File: config.mk
export PLATFORM = sky130hd
export DESIGN_NAME = mem_port2_arbiter
export DESIGN_NICKNAME = d
export VERILOG_FILES = /design/src/rtl/mem_port2_arbiter.sv
export SDC_FILE = /design/constraint.sdc
export NUM_CORES = 1
export LEC_CHECK = 0
export ABC_AREA = 1
export CAP_MARGIN = 10
export CELL_PAD_IN_SITES_DETAIL_PLACEMENT = 1
export CELL_PAD_IN_SITES_GLOBAL_PLACEMENT = 2
export CORE_ASPECT_RATIO = 1.25
export CORE_MARGIN = 4
export CORE_UTILIZATION = 18
export CTS_CLUSTER_DIAMETER = 40
export CTS_CLUSTER_SIZE = 30
export DETAILED_ROUTE_END_ITERATION = 10
export PLACE_DENSITY_LB_ADDON = 0.1
export SYNTH_ARGS = -nofsm -noshare
export SYNTH_HDL_FRONTEND = slang
export SYNTH_SLANG_ARGS = --single-unit
File: constraint.sdc
create_clock -name clk -period 1.8 [get_ports clk]
set_input_delay 0.45 -clock clk [delete_from_list [all_inputs] [get_ports clk]]
set_output_delay 0.45 -clock clk [all_outputs]
set_load 0.03 [all_outputs]
File: src/rtl/mem_port2_arbiter.sv
// Round-robin arbiter sharing memory port 2 between the CPU data path and the loader/DMA.
// Optional MEM_ARB_COLLISION_STALL_EN: stall port-2 accesses colliding with port 1.
module mem_port2_arbiter #(
    parameter int MEM_DEPTH = 1024,
    parameter int ADDR_W    = 16,
    parameter int DATA_W    = 16
) (
    input  logic              clk,
    input  logic              rst_n,
    input  logic              req0,
    input  logic              we0,
    input  logic [ADDR_W-1:0] addr0,
    input  logic [DATA_W-1:0] wdata0,
    input  logic              req1,
    input  logic              we1,
    input  logic [ADDR_W-1:0] addr1,
    input  logic [DATA_W-1:0] wdata1,
    output logic              gnt0,
    output logic              gnt1,
    output logic              err0,
    output logic              err1,
    output logic              rvalid0,
    output logic              rvalid1,
    output logic [DATA_W-1:0] rdata,
    input  logic [ADDR_W-1:0] p1_addr,
    input  logic              p1_read,
    input  logic              p1_write,
    output logic [ADDR_W-1:0] A2,
    output logic [DATA_W-1:0] W2,
    output logic              Write2,
    output logic              Read2,
    input  logic [DATA_W-1:0] R2
);

    typedef enum logic {IDLE, ISSUE} state_t;

    localparam logic [ADDR_W:0] LIMIT = (ADDR_W+1)'(MEM_DEPTH);

    state_t state, state_n;

    logic              last;
    logic              id_q;
    logic              we_q;
    logic [ADDR_W-1:0] addr_q;
    logic [DATA_W-1:0] wdata_q;
    logic              err0_q, err1_q;
    logic              rv0_q, rv1_q;

    logic              win;
    logic              sel_we;
    logic [ADDR_W-1:0] sel_addr;
    logic [DATA_W-1:0] sel_wdata;
    logic              in_rng;
    logic              cap;
    logic              issue;
    logic              stall;
    logic              go;

    // A tie goes to the requester that was not served last
    always_comb begin
        win       = req1 && (!req0 || !last);
        sel_we    = win ? we1 : we0;
        sel_addr  = win ? addr1 : addr0;
        sel_wdata = win ? wdata1 : wdata0;
        in_rng    = {1'b0, sel_addr} < LIMIT;
        // a requester still holds req during its err cycle
        cap       = (state == IDLE) && (req0 || req1) && !(err0_q || err1_q);
    end

    assign issue = (state == ISSUE);

`ifdef MEM_ARB_COLLISION_STALL_EN
    assign stall = issue && (addr_q == p1_addr) &&
                   ((we_q && (p1_read || p1_write)) || (!we_q && p1_write));
`else
    logic unused_p1;
    assign unused_p1 = ^{p1_addr, p1_read, p1_write};
    assign stall     = 1'b0;
`endif

    assign go      = issue && !stall;
    assign gnt0    = go && !id_q;
    assign gnt1    = go && id_q;
    assign Write2  = go && we_q;
    assign Read2   = go && !we_q;
    assign A2      = addr_q;
    assign W2      = wdata_q;
    assign err0    = err0_q;
    assign err1    = err1_q;
    assign rvalid0 = rv0_q;
    assign rvalid1 = rv1_q;
    assign rdata   = R2;

    always_comb begin
        state_n = state;
        unique case (state)
            IDLE:    if (cap && in_rng) state_n = ISSUE;
            ISSUE:   if (!stall) state_n = IDLE;
            default: state_n = IDLE;
        endcase
    end

    always_ff @(posedge clk or negedge rst_n) begin
        if (!rst_n) state <= IDLE;
        else        state <= state_n;
    end

    always_ff @(posedge clk or negedge rst_n) begin
        if (!rst_n) begin
            last    <= 1'b1;
            id_q    <= 1'b0;
            we_q    <= 1'b0;
            addr_q  <= '0;
            wdata_q <= '0;
            err0_q  <= 1'b0;
            err1_q  <= 1'b0;
            rv0_q   <= 1'b0;
            rv1_q   <= 1'b0;
        end else begin
            err0_q <= cap && !in_rng && !win;
            err1_q <= cap && !in_rng && win;
            rv0_q  <= go && !we_q && !id_q;
            rv1_q  <= go && !we_q && id_q;
            if (cap) begin
                id_q <= win;
                // rejected requests leave A2/W2 showing the last real access
                if (in_rng) begin
                    we_q    <= sel_we;
                    addr_q  <= sel_addr;
                    wdata_q <= sel_wdata;
                end else begin
                    last <= win;
                end
            end
            if (go) last <= id_q;
        end
    end

endmodule

==> flow_summary.json <==
{
  "grt_max_degree": 35,
  "synth_area_per_cell_um2": 10.42,
  "cp-start-kind": "flip-flop",
  "place_congestion": 0.6560,
  "layout_common_cells": "82 x clkdlybuf4s50_1, 40 x nand2_1, 39 x dfrtp_1, 27 x mux2i_1, 26 x o21ai_2",
  "end_kind": "primary output",
  "max_freq_mhz": 564.8,
  "netlist_area_um2": 2042,
  "ys_ff_latch": 40,
  "arrival_ns": 1.32,
  "cts_num_sinks": 40,
  "start_util_pct": 18.42,
  "cp_top_family": "buffers and inverters",
  "hold_viol": 0,
  "vias_per_cell": 3.868,
  "skew_ns": 0.006624,
  "grt_pass1_wl_mm": 9.239,
  "reg2reg_from": "last",
  "r2r_cells": 8,
  "met1_length_mm": 2.196,
  "run_status": "completed",
  "dieArea_um2": 13120,
  "r2r_end": "W2[7]",
  "crit_buf_inv": 1,
  "irDropWorstVdd_uv": 416.4,
  "slowest_delay_ns": 0.69,
  "dr.first_iter.drc_count": 46,
  "wl_mm": 5.963,
  "yosysUniqueCellTypes": 20,
  "numCtsBuffers": 5,
  "dp_slack_ns": -0.09629,
  "antenna_found_initial": 0,
  "whs_ns": 0.09996,
  "final_util_pct": 30.58,
  "wl_met3_um": 560,
  "clk_pin_slew_worst_paths_ns": 0.06,
  "critPathMaxFanout": 2,
  "cap_violations": 0,
  "maxSlewHeadroom_pct": 70.86,
  "power.density_nw_per_um2": 1331,
  "floorplan.core_area_um2": 11080,
  "row_count": 43,
  "yosys_warnings": 0,
  "port_buffers": 109,
  "met2_length_mm": 3.090,
  "nFillCells": 1272,
  "required_ns": 1.35,
  "grt_pass1_vias": 1810,
  "synth_fp_nets": 300,
  "dieHeight_um": 127.1,
  "vias": 1667,
  "gr-total-overflow": 0,
  "slew_viol_final": 0,
  "postLayoutCellArea_um2": 3390,
  "drcViolationCount": 0,
  "grt_usage_pct": 9.281,
  "r2r_slack_ns": 0.33,
  "cts_max_level": 2,
  "root_buffer": "clkbuf_16",
  "antenna_cells": 0,
  "setup_viol": 0,
  "clk_latency_ns": 0.28,
  "final_layout_size_suffix_gt1_share_pct": 15.88,
  "layout_commonest_cell": "clkdlybuf4s50_1",
  "dpl.hpwl_mm": 4.658,
  "finalCritPeriodShare_pct": 98.36,
  "syn_inst": 196,
  "hold_path_class": "in -> async",
  "antenna_left": 0,
  "slowest_stage": "clkdlybuf4s50_1",
  "die_x_um": 103.3,
  "cts_hold_buffers": 0,
  "tritoncts": "yes",
  "pin_count": 160,
  "critical_path_class": "reg -> out",
  "dr.pass1.iters": 4,
  "path_cells": "clkdlybuf4s50_1",
  "period_needed_ns": 1.771,
  "layout.nets": 399,
  "ys_seq_area_share_pct": 49.08,
  "placed_area_um2": 3209,
  "wire_per_inst_um": 13.84,
  "timing.final.ws_setup_ns": 0.02949,
  "clockBufferDepth": 2,
  "maxUsedRoutingLayer": "met4",
  "tightest_slew_ns": 0.4370,
  "rsz0062_at_grt": "false",
  "power_leakage_nw": 1.859,
  "area_growth_pct": 65.99
}
## per-stage QoR
step | std cells | power (mW) | TNS (ns)
2_1_floorplan | 196 | 2.831 | 0
3_3_place_gp | 423 | 3.761 | -2.650
3_5_place_dp | 423 | 3.776 | -2.381
4_1_cts | 431 | 4.650 | 0
5_1_grt | 431 | 4.822 | 0
6_report | 431 | 4.512 | 0
## synth_stat cells (all sizes together)
cell	instances	area [um^2]
inv	13	48.80
a21oi	1	5.000
nor3	1	5.000
nand3	4	32.53
nand2	42	162.6
nor2	14	62.56
o21ai	28	237.7
dfrtp	39	975.9
buf	25	207.7
mux2i	27	270.3
nand3b	1	7.510
dfstp	1	26.28
## sequential cells by signal, indices dropped and copies added (netlist names)
signal / count
we_q: 1
A2: 16
W2: 16
err1: 1
err0: 1
rvalid1: 1
go: 1
rvalid0: 1
last: 1
id_q: 1
## cell type report
type	count	area [um^2]	share of cell area (%)
Timing Repair Buffer	117	1250	36.88
Sequential cell	40	1002	29.57
Tap cell	135	168.9	4.983
Inverter	13	48.80	1.440
Multi-Input combinational cell	118	783.3	23.11
Clock buffer	8	136.4	4.024
## kinds of logic after synthesis
kind of cell,Yosys count,share of synthesized area [%]
compound gates,29,11.89
buf+inv,38,12.56
flops,40,49.08
mux,27,13.24
simple gates,62,13.23
## power by group
group,total [mW],internal [mW],switching (mW)
sequential,1.40,1.23,0.172
clock,0.866,0.516,0.350
combinational,2.24,0.971,1.27
total,4.51,2.72,1.79
## what timing repair did
action,in CTS,in global routing
setup endpoints to repair,5,20
gates resized for setup,5,20
buffers inserted,0,0
pin swaps,0,0
## worst max-delay path by stage
stage / startpoint / end / slack (ns) / cells past startpoint
2_1_floorplan: go / gnt0 / 0.45 / 2
3_3_place_gp: req0 / A2[2] / -0.1 / 9
3_5_place_dp: req0 / W2[5] / -0.1 / 9
4_1_cts: A2[3] / A2[3] / 0.0001 / 1
5_1_grt: A2[9] / A2[9] / 0.0001 / 1
6_report: A2[9] / A2[9] / 0.03 / 1
## per-layer routing
layer | vias to the layer above | GRT usage [%]
met5 | - | 0
met4 | 0 | 3.811
met3 | 16 | 3.550
met2 | 61 | 16.51
met1 | 762 | 9.563
li1 | 828 | -
No activity file was read; power rests on OpenSTA's default activity.
==> edit (same flow settings) <==
The parameter `ADDR_W` goes from 16 to 15.
--- a/src/rtl/mem_port2_arbiter.sv
+++ b/src/rtl/mem_port2_arbiter.sv
@@ -4,3 +4,3 @@
     parameter int MEM_DEPTH = 1024,
-    parameter int ADDR_W    = 16,
+    parameter int ADDR_W    = 15,
     parameter int DATA_W    = 16
Ports: changed (resized A2, addr0, addr1 and p1_addr); port bits go from 160 to 156. No check against the original RTL was run, so the function may have changed too.
==> edit against the unedited design <==
Total power rose by 0.92%. Highest routed layer unchanged. Sequential cell count is 1 lower. Setup slack improved by 8.5 ps. Clock skew fell by 3.5 ps. Routed wire length rose by 19%. Design area increased by 2.9%. Synthesized area up 1.8%. Sequential share of layout area down 1.6 points. Non-clock buffer count grew 9.
==> edit: results <==
[run_status]
outcome = "complete, no violations"

[placement]
gp_congestion = 0.705
placed_area_um2 = 3280
place_ws_ps = -208
port_buffers = 106
hpwl_mm = 5.55

[final_layout]
layout.nets = 492
antenna_cells_inserted = 0
largest_register_ffs = 16
drive_above_1_share_pct = 11.2
fillerInstances = 1356

[synthesis]
async_reset_ff_share_pct = 100
synth_top_flop_cell = "dfrtp_1"
synthAdderAreaFrac_pct = 0
synth.net_count = 389
synth_common_cells = "nand2_1, dfrtp_1, nand3_1"
ys_seq_area_share_pct = 47.0
synthTopCellsByArea = "dfrtp_1, nand2_1, nand3_1, buf_4, nor2_1"
synth_mux_area_share_pct = 0
synth_compound_area_share_pct = 0.241
synth_cell_type_count = 19

[routing]
num_vias = 2079
wire_per_inst_um = 13.5
drt_iter0_drc = 27
dr.pass1.iters = 4

[clock_tree]
cts_buffers = 5
cts_root_buffer = "clkbuf_16"
cts_buffer_depth = 2

[grt]
grt_use_total_pct = 10.8
grt_pass1_vias = 2165
grt_max_degree = 30
grt_pass1_wl_mm = 11.4
antenna_found_initial = 0

[hold_path]
hp-class = "input pin to async pin"

[sta]
worstMarginPinSlew_ps = 400
finalSetupViolCount = 0
final.period_utilization_pct = 97.9
clock_skew_ps = 3.08

[setup_path]
reg2reg_depth = 10
r2r-start = "last$_DFFE_PN1P_"
slowest_stage = "clkdlybuf4s50_1"
regToRegSetupSlack_ps = 250
worst_ep_arrival_time_ps = 1310
cp_max_fo = 2
crit_path_start = "W2[4]$_DFFE_PN0P_"

[pwr]
max-vdd-ir-drop_mv = 0.339
leakage_nw = 1.95
-- edit: repair_timing --
item | in CTS | in global routing
setup endpoints to repair | 2 | 44
pin swaps | 0 | 3
resized for setup | 2 | 21
setup buffers | 0 | 2
-- edit: cells by family (layout without fill, tap and decap cells) --
kind of cell           Yosys count  in the layout
and+or+nand+nor                203            203
DFF                             39             39
AOI/OAI and AO/OA                1              1
buffers and inverters           45            149
-- edit: worst paths after layout --
kind / to
worst min-delay path: W2[12]$_DFFE_PN0P_
worst max register to register: A2[9]$_DFFE_PN0P_
max in group asynchronous: last$_DFFE_PN1P_
min in group clk: A2[2]$_DFFE_PN0P_
worst min register to register: A2[2]$_DFFE_PN0P_
worst max-delay path: W2[4]
-- edit: layer usage --
layer  vias up  part of all wire, %  GRT usage, %
li1       1065                    -             -
met1       938                   39          11.8
met2        68                   53          20.2
met3         8                  7.0          2.97
met4         0                  1.3          3.60
met5         -                    0             0
-- edit: final cells by class --
cell class	count	area (um^2)	share of cell area (%)
timing repair buffer	126	1290	37.1
sequential	39	977	28.0
multi-input combinational	204	850	24.4
tap	135	169	4.84
clock buffer	5	125	3.59
inverter	15	60.1	1.72
clock inverter	3	15.0	0.430
-- edit: through the flow --
stage / hold slack (ps) / cells / utilization (%) / power (mW) / setup TNS, ps
floorplan: 154 / 288 / - / 2.70 / 0
global route: 119 / 527 / 31.2 / 4.90 / 0
finish: 90.0 / 527 / 31.2 / 4.55 / 0
CTS: 101 / 525 / 30.5 / 4.68 / 0
global placement: 396 / 517 / 29.3 / 3.76 / -6160
detailed placement: 401 / 517 / 29.3 / 3.78 / -6240
-- edit: where the power goes --
part	total, mW	internal, mW	switching [mW]
Combinational	2.31	0.960	1.35
Sequential	1.39	1.22	0.170
Clock	0.855	0.506	0.350
Total	4.55	2.68	1.87
